===== config.mk =====
export PLATFORM = sky130hd
export DESIGN_NAME = morse_text_buffer
export DESIGN_NICKNAME = d
export VERILOG_FILES = /design/src/rtl/morse_text_buffer_pkg.sv /design/src/rtl/morse_char_ring.sv /design/src/rtl/morse_text_buffer.sv
export SDC_FILE = /design/constraint.sdc
export NUM_CORES = 1
export LEC_CHECK = 0
export CAP_MARGIN = 20
export CORE_UTILIZATION = 25
export CTS_CLUSTER_DIAMETER = 50
export DETAILED_ROUTE_END_ITERATION = 7
export PLACE_DENSITY = 0.4
export SYNTH_ARGS = -nofsm -noshare
export SYNTH_HDL_FRONTEND = slang
export SYNTH_SLANG_ARGS = --single-unit

===== constraint.sdc =====
create_clock -name clk -period 4.1 [get_ports clk]
set_clock_uncertainty 0.05 [all_clocks]
set_input_delay 1.025 -clock clk [delete_from_list [all_inputs] [get_ports clk]]
set_output_delay 1.025 -clock clk [all_outputs]
set_load 0.02 [all_outputs]

===== src/rtl/morse_text_buffer_pkg.sv =====
// Shared constants and types for the Morse text line buffer.
package morse_text_buffer_pkg;

    localparam int MTB_CHAR_W = 6;
    localparam int MTB_DEPTH  = 16;
    localparam int MTB_WIN    = 6;

    // Character codes: 0..35 are letters/digits, 36 is a blank, 63 marks a bad capture.
    localparam logic [MTB_CHAR_W-1:0] CHAR_CODE_SPACE = 6'd36;
    localparam logic [MTB_CHAR_W-1:0] CHAR_CODE_ERR   = 6'd63;

    typedef enum logic [1:0] {
        ST_IDLE       = 2'd0,
        ST_PUSH_CHAR  = 2'd1,
        ST_PUSH_SPACE = 2'd2
    } mtb_state_t;

endpackage


===== src/rtl/morse_char_ring.sv =====
// Ring storage for recognized characters: write pointer, fill count, sticky
// overflow, and several read ports addressed by offset back from the newest entry.
module morse_char_ring
    import morse_text_buffer_pkg::*;
#(
    parameter int CHAR_W = MTB_CHAR_W,
    parameter int DEPTH  = MTB_DEPTH,
    parameter int NRD    = MTB_WIN + 1,
    localparam int AW    = $clog2(DEPTH),
    localparam int CW    = $clog2(DEPTH) + 1
) (
    input  logic                  clk,
    input  logic                  clr,
    input  logic                  wr_en,
    input  logic [CHAR_W-1:0]     wr_data,
    input  logic [NRD*AW-1:0]     rd_off,
    output logic [NRD*CHAR_W-1:0] rd_data,
    output logic [CW-1:0]         count,
    output logic                  overflow
);

    logic [CHAR_W-1:0] mem_q [DEPTH];
    logic [AW-1:0]     wr_ptr_q, wr_ptr_d;
    logic [CW-1:0]     count_q, count_d;
    logic              overflow_q, overflow_d;

    // Advance pointer and count on a write; a write into a full ring replaces the oldest entry.
    always_comb begin
        wr_ptr_d   = wr_ptr_q;
        count_d    = count_q;
        overflow_d = overflow_q;
        if (wr_en) begin
            wr_ptr_d = wr_ptr_q + AW'(1);
            if (count_q == CW'(DEPTH)) begin
                overflow_d = 1'b1;
            end else begin
                count_d = count_q + CW'(1);
            end
        end
    end

    // Control state of the ring, cleared asynchronously.
    always_ff @(posedge clk or posedge clr) begin
        if (clr) begin
            wr_ptr_q   <= '0;
            count_q    <= '0;
            overflow_q <= 1'b0;
        end else begin
            wr_ptr_q   <= wr_ptr_d;
            count_q    <= count_d;
            overflow_q <= overflow_d;
        end
    end

    // Character storage; contents beyond count are never shown, so no reset is needed.
    always_ff @(posedge clk) begin
        if (wr_en) begin
            mem_q[wr_ptr_q] <= wr_data;
        end
    end

    for (genvar i = 0; i < NRD; i++) begin : g_rd
        assign rd_data[i*CHAR_W +: CHAR_W] = mem_q[wr_ptr_q - AW'(1) - rd_off[i*AW +: AW]];
    end

    assign count    = count_q;
    assign overflow = overflow_q;

endmodule


===== src/rtl/morse_text_buffer.sv =====
// Collects recognized Morse characters into a ring and presents a scrollable
// window of the most recent characters, newest in the lowest slot.
module morse_text_buffer
    import morse_text_buffer_pkg::*;
#(
    parameter int CHAR_W = MTB_CHAR_W,
    parameter int DEPTH  = MTB_DEPTH,
    parameter int WIN    = MTB_WIN
) (
    input  logic                    clk,
    input  logic                    clr,
    input  logic                    ce,
    input  logic [CHAR_W-1:0]       char_in,
    input  logic                    char_end,
    input  logic                    word_end,
    input  logic                    error,
    input  logic                    scroll_l,
    input  logic                    scroll_r,
    output logic [WIN*CHAR_W-1:0]   win_chars,
    output logic [$clog2(DEPTH):0]  count,
    output logic [$clog2(DEPTH)-1:0] view_off,
    output logic                    overflow
);

    localparam int AW = $clog2(DEPTH);
    localparam int CW = $clog2(DEPTH) + 1;
    localparam logic [CHAR_W-1:0] SPACE_C = CHAR_W'(CHAR_CODE_SPACE);
    localparam logic [CHAR_W-1:0] ERR_C   = CHAR_W'(CHAR_CODE_ERR);

    mtb_state_t          state_q, state_d;
    logic [3:0]          prev_q, prev_d;
    logic                pend_char_q, pend_char_d;
    logic [CHAR_W-1:0]   pend_code_q, pend_code_d;
    logic                pend_word_q, pend_word_d;
    logic                pend_space_q, pend_space_d;
    logic [CHAR_W-1:0]   cur_code_q, cur_code_d;
    logic [AW-1:0]       view_off_q, view_off_d;
    logic [WIN*CHAR_W-1:0] win_q, win_d;

    logic                char_rise, word_rise, scl_rise, scr_rise;
    logic [CHAR_W-1:0]   new_code;
    logic                wr_req;
    logic [CHAR_W-1:0]   wr_data;
    logic [(WIN+1)*AW-1:0]     rd_off;
    logic [(WIN+1)*CHAR_W-1:0] rd_data;
    logic [CW-1:0]       count_w;
    logic                overflow_w;
    logic [CW-1:0]       scroll_lim;
    logic [WIN-1:0]      slot_vis;
    logic [CHAR_W-1:0]   newest;

    assign char_rise = char_end & ~prev_q[0];
    assign word_rise = word_end & ~prev_q[1];
    assign scl_rise  = scroll_l & ~prev_q[2];
    assign scr_rise  = scroll_r & ~prev_q[3];
    assign prev_d    = {scroll_r, scroll_l, word_end, char_end};
    assign new_code  = error ? ERR_C : char_in;

    morse_char_ring #(
        .CHAR_W (CHAR_W),
        .DEPTH  (DEPTH),
        .NRD    (WIN + 1)
    ) u_ring (
        .clk      (clk),
        .clr      (clr),
        .wr_en    (wr_req & ce),
        .wr_data  (wr_data),
        .rd_off   (rd_off),
        .rd_data  (rd_data),
        .count    (count_w),
        .overflow (overflow_w)
    );

    // Read ports 0..WIN-1 follow the window; the extra port always looks at the newest entry.
    for (genvar k = 0; k < WIN; k++) begin : g_win
        assign rd_off[k*AW +: AW] = view_off_q + AW'(k);
        assign slot_vis[k]        = (CW'(view_off_q) + CW'(k)) < count_w;
    end
    assign rd_off[WIN*AW +: AW] = '0;
    assign newest = rd_data[WIN*CHAR_W +: CHAR_W];

    assign scroll_lim = (count_w > CW'(WIN)) ? (count_w - CW'(WIN)) : '0;

    // Next-state logic: push sequencing, latching of early rises, scrolling.
    always_comb begin
        state_d      = state_q;
        pend_char_d  = pend_char_q;
        pend_code_d  = pend_code_q;
        pend_word_d  = pend_word_q;
        pend_space_d = pend_space_q;
        cur_code_d   = cur_code_q;
        view_off_d   = view_off_q;
        wr_req       = 1'b0;
        wr_data      = cur_code_q;
        case (state_q)
            ST_IDLE: begin
                if (pend_char_q || char_rise) begin
                    state_d      = ST_PUSH_CHAR;
                    cur_code_d   = pend_char_q ? pend_code_q : new_code;
                    pend_space_d = pend_word_q | word_rise;
                    // A fresh rise arriving while an older one is serviced stays queued.
                    pend_char_d  = pend_char_q & char_rise;
                    if (pend_char_q && char_rise) begin
                        pend_code_d = new_code;
                    end
                    pend_word_d  = pend_word_q & word_rise;
                end else if (pend_word_q || word_rise) begin
                    state_d     = ST_PUSH_SPACE;
                    pend_word_d = pend_word_q & word_rise;
                end
                if (scl_rise && !scr_rise && (CW'(view_off_q) < scroll_lim)) begin
                    view_off_d = view_off_q + AW'(1);
                end else if (scr_rise && !scl_rise && (view_off_q != '0)) begin
                    view_off_d = view_off_q - AW'(1);
                end
            end
            ST_PUSH_CHAR: begin
                wr_req       = 1'b1;
                wr_data      = cur_code_q;
                view_off_d   = '0;
                pend_space_d = 1'b0;
                state_d      = pend_space_q ? ST_PUSH_SPACE : ST_IDLE;
            end
            ST_PUSH_SPACE: begin
                if ((count_w != '0) && (newest != SPACE_C)) begin
                    wr_req     = 1'b1;
                    wr_data    = SPACE_C;
                    view_off_d = '0;
                end
                state_d = ST_IDLE;
            end
            default: state_d = ST_IDLE;
        endcase
        if (state_q != ST_IDLE) begin
            if (char_rise && !pend_char_q) begin
                pend_char_d = 1'b1;
                pend_code_d = new_code;
            end
            if (word_rise) begin
                pend_word_d = 1'b1;
            end
        end
    end

    // Window contents: stored entries where they exist, blanks past the oldest.
    always_comb begin
        win_d = '0;
        for (int k = 0; k < WIN; k++) begin
            win_d[k*CHAR_W +: CHAR_W] = slot_vis[k] ? rd_data[k*CHAR_W +: CHAR_W] : SPACE_C;
        end
    end

    // Registered FSM, edge history and window; everything holds while ce is low.
    always_ff @(posedge clk or posedge clr) begin
        if (clr) begin
            state_q      <= ST_IDLE;
            prev_q       <= '0;
            pend_char_q  <= 1'b0;
            pend_code_q  <= '0;
            pend_word_q  <= 1'b0;
            pend_space_q <= 1'b0;
            cur_code_q   <= '0;
            view_off_q   <= '0;
            win_q        <= {WIN{SPACE_C}};
        end else if (ce) begin
            state_q      <= state_d;
            prev_q       <= prev_d;
            pend_char_q  <= pend_char_d;
            pend_code_q  <= pend_code_d;
            pend_word_q  <= pend_word_d;
            pend_space_q <= pend_space_d;
            cur_code_q   <= cur_code_d;
            view_off_q   <= view_off_d;
            win_q        <= win_d;
        end
    end

    assign win_chars = win_q;
    assign count     = count_w;
    assign view_off  = view_off_q;
    assign overflow  = overflow_w;

endmodule

# == After elaboration in Yosys (flattened, before gate mapping) ==
# Memories as Yosys holds them, arrays and structs flattened.
# Cells that the tools add are included.
# totals
ram_bits,96
memories,1
latch_bits,0
romBits,0
output_inout_bits,46
in_bits,14
reg_bits,71
# classes
reduce_logical,24
magnitude_cmp,8
div_mod_pow,0
shifts,0
muxes,39
eq_ne,8
multipliers,0
n_addsub,21
bitwise,13
# mem_list
name,depth,word_bits,rd,rd_clocked_by_memory_dff,wr,line_no,rtl
u_ring.mem_q,16,6,7,0,1,morse_char_ring.sv:22,logic [CHAR_W-1:0] mem_q [DEPTH];
# op_table
op,n
$mux W6,15
$lt A5 B5 Y1,5
$sub A4 B4 Y4,6
$mux W1,13
$mux W4,3
$pmux W4 S3,1
$add A4 B2 Y5 const B,2
$add A4 B3 Y5 const B,2
$lt A4 B5 Y1,2
$add A4 B1 Y4 const B,2
$add A4 B2 Y4 const B,2
$add A4 B3 Y4 const B,2
$sub A4 B1 Y4 const B,2
$and A1 B1 Y1,7
$logic_and A1 B1 Y1,7
$mux W2,3
$ne A3 B3 Y1 const B,2
$ne A6 B6 Y1 const B,1
$reduce_and A2 Y1,3
$reduce_and A3 Y1,2
$add A4 B1 Y5 const B,1
$add A5 B1 Y5 const B,1
$eq A5 B5 Y1 const B,1
$gt A5 B3 Y1 const B,1
other kinds (17),27

# == Longest topological paths before layout ==
# An unclocked memory read counts as a cell.
# logic_depth
ltp_word,9
ltp_mapped,14
ltp_nobuf,12

# == Cells and area by module ==
# A second synthesis with hierarchy kept.
# hier_totals
hier_cells,1019
hier_area_um2,13341.5
# modules_own_cells
mod,n_inst,cells_each,area_each_um2,seq_area_each_um2
morse_char_ring,1,657,9819.4,3133.0
morse_text_buffer,1,362,3522.1,1541.5

# == Worst setup path before layout ==
# OpenSTA, ideal clock, no wires.
# synth_path
kind,register -> register
startpoint,register u_ring.wr_ptr_q[0]
endpoint,register win_q[30] (netlist: win_chars[30])
t_arrival_ps,3865
stages_incl_launch_ff,13
n_path_buf,2
slack_ps,61
path_cell_list,dfrtp_1 inv_1 ha_1 clkbuf_1 inv_1 ha_1 ha_1 inv_1 fa_1 clkbuf_1 mux4_2 mux2i_1 o2bb2ai_1
# synth_between
elab_chain_cells,4
# synth_lines
item,line_no,rtl
"start, declared",morse_char_ring.sv:23,"logic [AW-1:0] wr_ptr_q, wr_ptr_d;"
"start signal, assigned",morse_char_ring.sv:49,wr_ptr_q <= wr_ptr_d;
$sub A4 B1 Y4,morse_char_ring.sv:63,assign rd_data[i*CHAR_W +: CHAR_W] = mem_q[wr_ptr_q - AW'(1) - rd_off[i*AW +: AW]];
$sub A4 B4 Y4,morse_char_ring.sv:63,
$mem_v2 Z16 W6,n/a,
$mux W6,morse_text_buffer.sv:149,win_d[k*CHAR_W +: CHAR_W] = slot_vis[k] ? rd_data[k*CHAR_W +: CHAR_W] : SPACE_C;
"end signal, assigned",morse_text_buffer.sv:164,win_q <= {WIN{SPACE_C}};
"end signal, assigned",morse_text_buffer.sv:174,win_q <= win_d;
"end, declared",morse_text_buffer.sv:38,"logic [WIN*CHAR_W-1:0] win_q, win_d;"
# Every way passes these cells.
# A chain may end at the register's enable or synchronous reset.

# == Worst setup path in the final report ==
# layout_path
startpoint,register u_ring.wr_ptr_q[1]
endpoint,register win_q[13] (netlist: win_chars[13])
# Same word-level chain as after synthesis.

==> results.py <==
metrics = {
    "clock_tree": {
        "cts.repair.resized": 0,
        "root_buffer": "clkbuf_16",
        "cts.path.max_buffers": 2,
        "ctsHoldBuffers": 0,
        "path_clk_slew_ns": 0.08,
        "htreeDepth": 4,
        "cts_buffers": 17,
        "clock_sinks": 167,
        "cts_setup_buffers": 0,
        "cts_tree": "yes",
        "clk_latency_ns": 0.44,
    },
    "synth": {
        "yosysWarnings": 0,
        "synthCells": 862,
        "yosysSeqAreaShare_pct": 41.3,
        "synth_seq_cells": 167,
        "synth_top_family_by_area": "multiplexers",
        "synth-simple-area-share_pct": 8.97,
        "synthArstFlopShare_pct": 42.5,
        "synthMuxAreaShare_pct": 27.2,
        "avgSynthCellArea_um2": 13.1,
        "synth_most_common_cell": "edfxtp_1",
        "synth_area_leaders": "edfxtp_1, mux4_2, dfrtp_1",
        "synth_flop_cell": "edfxtp_1",
        "synth-adder-area-share_pct": 8.15,
        "ys_top_cells_by_count": "edfxtp_1, mux4_2, mux2i_1",
        "synth.net_count": 945,
        "synth_compound_area_share_pct": 8.65,
        "synth_top_cell_by_area": "edfxtp_1",
        "synth_area_um2": 11300,
        "synth_xor_area_share_pct": 2.88,
        "synth_top_cell_area_share_pct": 25.4,
        "synth-edff-count": 96,
        "ys_types": 65,
    },
    "global_routing": {
        "grtUsageTotal_pct": 17.2,
        "overflow": 0,
        "grt_pass1_wl_um": 57700,
        "grt_max_degree": 30,
        "grt_pass1_vias": 8119,
        "antenna_found_initial": 0,
    },
    "setup_path": {
        "cp_max_fo": 21,
        "endpoint_kind": "register",
        "arrival_ns": 4.21,
        "start_kind": "register",
        "crit_type": "register to register",
        "worst_ep_required_time_ns": 4.37,
    },
    "floorplan": {
        "fp-row-count": 77,
        "die_h_um": 215,
        "start_util_pct": 25.5,
        "coreArea_um2": 44400,
        "dieArea_um2": 46200,
        "io_pins": 60,
        "die-width_um": 215,
    },
    "route": {
        "drt_wl_total_um": 39000,
        "drc": 0,
        "ant_nets": 0,
        "via_count": 7927,
        "drt_iter0_markers": 714,
        "wl_per_cell_um": 25.3,
        "routed_via_density": 5.15,
        "dr.pass1.iters": 6,
    },
    "placement": {
        "portBuffers": 59,
        "placed_cells": 1506,
        "place_hpwl_um": 30500,
        "gp_congestion": 0.919,
    },
    "timing": {
        "max_slew_margin_pct": 50.5,
        "max_freq_mhz": 254,
        "period_needed_ns": 3.93,
        "fin_crit_sh_pct": 95.9,
        "maxSlewViolCount": 0,
        "finalSetupTns_ns": 0,
        "grt_setup_unrepaired": "no",
        "tightest_slew_ns": 0.732,
        "setup_viol": 0,
        "finalHoldViolations": 0,
    },
    "worst_hold_path": {
        "holdCritPathClass": "register to register",
    },
    "layout": {
        "antenna_cells": 0,
        "fin_util_pct": 30.2,
        "fillerInstances": 4423,
        "syn_to_final_growth_pct": 18.2,
        "instances_no_fill": 1539,
        "nNetsFinal": 1017,
        "drive_gt1_share_pct": 24.4,
    },
    "status": {
        "outcome": "finished, final reports clean",
    },
    "flow_run": {
        "maxCapViolCount": 0,
    },
}
## final timing paths
path / start / end / slack [ns] / cells past startpoint
worst max register to register: u_ring.wr_ptr_q[1] / win_chars[13] / 0.17 / 11
worst max-delay path: u_ring.wr_ptr_q[1] / win_chars[13] / 0.17 / 11
min in group asynchronous: clr / prev_q[3] / 0.88 / 2
worst min register to register: u_ring.overflow / u_ring.overflow / 0.43 / 1
max in group asynchronous: clr / win_chars[17] / 2.36 / 3
worst min-delay path: u_ring.overflow / u_ring.overflow / 0.43 / 1
## registers in the layout, summed over array words and instances, names as in the netlist, 2 cells and up
signal and flops:
prev_q 4, state_q 2, cur_code_q 6, u_ring.mem_q 96, u_ring.count 5, pend_code_q 6, win_chars 36, view_off 4
u_ring.wr_ptr_q 4
## through the flow
step	worst slack [ns]	area [µm²]	hold WS (ns)
after global placement	0.303	12800	0.421
after CTS	0.212	13400	0.441
final	0.166	13400	0.426
after detailed placement	0.245	12800	0.418
after global routing	0.0263	13400	0.445
after floorplan	0.0605	11300	0.392
## worst max-delay path, stage by stage, from the launching register on
cell and delay [ns]:
dfrtp_1 0.48, inv_1 0.14, ha_1 0.21, xor2_1 0.48
ha_1 0.44, inv_1 0.17, fa_1 0.58, buf_4 0.34
mux4_2 0.39, mux2i_1 0.21, mux2i_1 0.11, a22o_1 0.20
## layout by cell type (no fill, tap or decap), types with 35 or more instances in the layout
master / n
clkdlybuf4s50_1: 59
mux2_2: 35
edfxtp_1: 96
mux4_2: 89
buf_4: 40
mux2i_1: 68
inv_1: 36
dfrtp_1: 59
nor2_1: 41
ha_1: 60
## kinds of logic (layout without fill, tap and decap cells)
family	after synthesis	in the layout
multiplexers	192	192
AO/OA/AOI/OAI	140	140
flip-flops	167	167
XOR/XNOR	30	30
adder cells (fa/ha/maj)	69	69
AND/OR/NAND/NOR	179	179
buffers and inverters	85	170
## layer usage
layer | track usage (%) | up-vias | routed length (µm)
li1 | - | 3512 | -
met3 | 2.92 | 34 | 1970
met1 | 22.9 | 4152 | 17000
met5 | 0 | - | 0
met2 | 28.4 | 229 | 19100
met4 | 5.62 | 0 | 929
## final cells by class
class	count	area, µm²	area share (%)
Clock buffer	20	460	3.44
Clock inverter	12	104	0.775
Inverter	37	140	1.05
Multi-Input combinational cell	610	6340	47.4
Sequential cell	167	4670	34.9
Tap cell	592	741	5.53
Timing Repair Buffer	101	931	6.95
Power is not shown: default switching activity piles up to over one toggle a cycle in this logic, so the estimate is an artifact.
==> variant 1: new RTL, config.mk and constraints unchanged <==
`MTB_DEPTH`: 16 -> 8.
--- a/src/rtl/morse_text_buffer_pkg.sv
+++ b/src/rtl/morse_text_buffer_pkg.sv
@@ -2,7 +2,7 @@
 package morse_text_buffer_pkg;
 
     localparam int MTB_CHAR_W = 6;
-    localparam int MTB_DEPTH  = 16;
+    localparam int MTB_DEPTH  = 8;
     localparam int MTB_WIN    = 6;
 
     // Character codes: 0..35 are letters/digits, 36 is a blank, 63 marks a bad capture.
Ports: changed (resized count and view_off); port bits go from 60 to 58. No check against the original RTL was run, so the function may have changed too.
==> variant 1 against the unedited design <==
- global-route usage shrank 2.2 points
- count of clock-buffer cells in the layout fell by 2
- wire length decreased by 44%
- non-clock buffer count decreased by 21
- sequential cell count is 51 lower
- synthesized cell count is 33% lower
- maximum frequency increased by 11%
- synthesized area down 34%
- setup slack gained 0.39 ns
- design area is 31% lower
- via count shrank 34%
- die area decreased by 33%
- highest routed layer unchanged
Power is not shown: default switching activity piles up to over one toggle a cycle in this logic, so the estimate is an artifact.
==> variant 1: results (changes against the unedited design) <==
critPathMaxStageDelay_ns: 0.68  # +0.10 ns
min_from: "cur_code_q[3]$_DFFE_PP0P_"
yosys-top-cells-count: "dfrtp_1 (56), mux4_2 (52), edfxtp_1 (48)"
largest_reg_flops: 48  # -50%
synthTopCellsByArea: "edfxtp_1 (19%), dfrtp_1 (19%), mux4_2 (16%)"
crit_arrival_ns: 3.78  # -0.43 ns
layout.nets: 703  # -31%
synth-edff-count: 48  # -50%
crit_fanout: 11  # -48%
clk_pin_slew_ns: 0.06  # -0.02 ns
endpoint: "win_chars[33]$_DFFE_PP0P_"
cpMaxStageDelayCell: "ha_1"
first_global_vias: 5319  # -34%
tightest_slew_ns: 0.8403  # +0.1078 ns
via_per_inst: 4.975  # -3.4%
finalWirelength_microns: 21870  # -44%
drt-initial-drc-count: 293  # -59%
grt_pass1_wl_microns: 34070  # -41%
synth-async-reset-ratio_pct: 58.62  # +16 points
holdPathStages: 2  # +1
detailed_place_hpwl_microns: 16440  # -46%
ys_types: 66  # +1.5%
grt_max_degree: 32  # +6.7%
gp_congestion: 0.8366  # -8.9%
cp_top_family: "adder cells"
n_fill_cell: 3024  # -32%
status: "complete, no violations"
drive_above_1_share_pct: 22.98  # -1.4 points
numPortBuffers: 57  # -3.4%
reg2regPathDepth: 9  # -2
clock_latency_ns: 0.42  # -0.02 ns
synth_flop_cell: "dfrtp_1"
place_area_sq_mm: 0.008611  # -33%
synth-seq-area-share_pct: 42.01  # +0.75 points
-- variant 1: kinds of logic (layout without fill, tap and decap cells) --
| logic type | count (synthesis) | after routing | synth area share [%] |
|---|---|---|---|
| AO/OA/AOI/OAI | 112 | 112 | 10.60 |
| XOR/XNOR | 19 | 19 | 3.845 |
| adder cells (fa/ha/maj) | 45 | 45 | 7.690 |
| buffers and inverters | 61 | 142 | 3.429 |
| flip-flops | 116 | 116 | 42.01 |
| multiplexers | 109 | 109 | 24.57 |
| AND/OR/NAND/NOR | 114 | 114 | 7.856 |
-- variant 1: worst reg2reg max path, stage by stage, from the launching register on --
cell,delay [ns]
dfrtp_1,0.45
inv_1,0.12
ha_1,0.54
inv_1,0.25
ha_1,0.37
ha_1,0.68
buf_4,0.25
mux4_2,0.49
mux2i_1,0.14
o2bb2ai_1,0.08
-- variant 1: layout make-up --
type                    count  area share [%]
clock buffers              18           4.648
clock inverters            14           2.006
inverters                  30           1.220
multi-input cells         399           44.45
flip-flops and latches    116           34.21
well taps                 390           5.285
repair buffers             80           8.185
-- variant 1: metal layers --
layer / routed length, microns / up-vias / GRT usage, %
met4: 187 / 0 / 4.094
met5: 0 / - / 0
li1: - / 2375 / -
met1: 10320 / 2669 / 20.94
met3: 915 / 12 / 3.030
met2: 10440 / 153 / 23.54
-- variant 1: stage by stage --
stage	worst slack (ns)	std cells	hold WS (ns)	utilization [%]
final	0.5589	1047	0.4248	31.15
after global routing	0.2292	1047	0.4544	31.15
after CTS	0.5275	1046	0.4383	31.13
after detailed placement	0.5522	1014	0.4248	29.05
after global placement	0.5988	1014	0.4117	29.05
after floorplan	0.7925	576	0.3922	-
==> variant 2: new RTL, config.mk and constraints unchanged <==
Without the edit above. One comparison of `count_q` changes from == to >=.
--- a/src/rtl/morse_char_ring.sv
+++ b/src/rtl/morse_char_ring.sv
@@ -31,7 +31,7 @@
         overflow_d = overflow_q;
         if (wr_en) begin
             wr_ptr_d = wr_ptr_q + AW'(1);
-            if (count_q == CW'(DEPTH)) begin
+            if (count_q >= CW'(DEPTH)) begin
                 overflow_d = 1'b1;
             end else begin
                 count_d = count_q + CW'(1);
Behaviour: no difference found for any inputs over 4 cycles, from zero or initial values; that may be too few to reach the edited logic, so the function may still have changed.
==> variant 2 against the unedited design <==
- setup slack improved by 0.20 ns
- wire length fell by 3.1%
- sequential cell count did not move
- synthesized area fell by 1.2%
- design area fell by 1.3%
- non-clock buffer count fell by 8
- critical endpoint is now u_ring.mem_q[7][3]$_DFFE_PP_
- highest routed layer unchanged
Power is not shown: default switching activity piles up to over one toggle a cycle in this logic, so the estimate is an artifact.
==> variant 2: results (changes against the unedited design) <==
routedWlPerCell_microns: 25.09  # -1.0%
gp_congestion: 0.8811  # -4.1%
holdPathStages: 2  # +1
numCtsBuffers: 17  # unchanged
grt.total_usage_pct: 17.13  # -0.11 points
drive_above_1_share_pct: 23.96  # -0.43 points
crit_fanout: 11  # -48%
r2r_slack_ns: 0.37  # +0.20 ns
drt-initial-drc-count: 717  # +0.42%
clk_pin_slew_ns: 0.07
synth_fp_nets: 914  # -3.3%
detailed_place_hpwl_microns: 29500  # -3.4%
grt_pass1_wl_microns: 55500  # -3.9%
wl_met2_microns: 18060  # -5.6%
firstDrtPassIters: 7  # +1
yosys-top-cells-count: "edfxtp_1 (96), mux4_2 (91), mux2i_1 (64)"
cpMaxStageDelayCell: "a211oi_2"
clock_latency_ns: 0.46  # +0.02 ns
status: "complete, no violations"
synth_adder_area_share_pct: 8.136  # -0.014 points
tightest_slew_ns: 1.001  # +0.2689 ns
r2r-end: "u_ring.mem_q[7][3]$_DFFE_PP_"
crit_path_start_kind: "register"
grt.met2_usage_pct: 27.96  # -0.47 points
critPathMaxStageDelay_ns: 0.51  # -0.07 ns
synth-compound-area-share_pct: 8.628  # -0.020 points
reg2regPathDepth: 10  # -1
crit_path_end_kind: "register"
vias: 7711  # -2.7%
min_to: "cur_code_q[0]$_DFFE_PP0P_"
cp_top_family: "simple AND/OR/NAND/NOR gates"
wl_met1_microns: 16990  # +0.10%
use_met3_pct: 2.065  # -0.85 points
min_from: "cur_code_q[0]$_DFFE_PP0P_"
synth-xor-area-share_pct: 2.716  # -0.17 points
synthTopCellsByArea: "edfxtp_1 (26%), mux4_2 (18%), dfrtp_1 (13%)"
synth-seq-area-share_pct: 41.75  # +0.49 points
wl_met3_microns: 1900  # -3.6%
layout.nets: 983  # -3.3%
crit_arrival_ns: 3.81  # -0.40 ns
synth.area.mux_share_pct: 27.58  # +0.40 points
holdCritPathClass: "register to register"
grt_max_degree: 48  # +60%
grtUsageMet1_pct: 23.59  # +0.69 points
ys_types: 67  # +3.1%
[variant 2: per-stage QoR]
step                      std cells  cell area (sq um)  hold slack, ns  worst slack, ns
after floorplan                 832              11200          0.3913           0.3278
after CTS                      1506              13220          0.4296           0.3307
final                          1506              13220          0.4262           0.3677
after detailed placement       1474              12660          0.4130           0.3636
after global routing           1506              13220          0.4524           0.1453
after global placement         1474              12660          0.4111           0.3912
[variant 2: tightest hold or removal path, cell delays in order, from the launching register on]
cell and delay (ns):
dfrtp_1 0.34, nand2_1 0.04, o21ai_0 0.06
[variant 2: final cells by class]
cell class,count,area [sq um]
Fill cell,4464,31010
Clock inverter,14,126.4
Sequential cell,167,4674
Inverter,42,158.9
Tap cell,592,740.7
Clock buffer,18,429.2
Multi-Input combinational cell,580,6202
Timing Repair Buffer,93,883.3
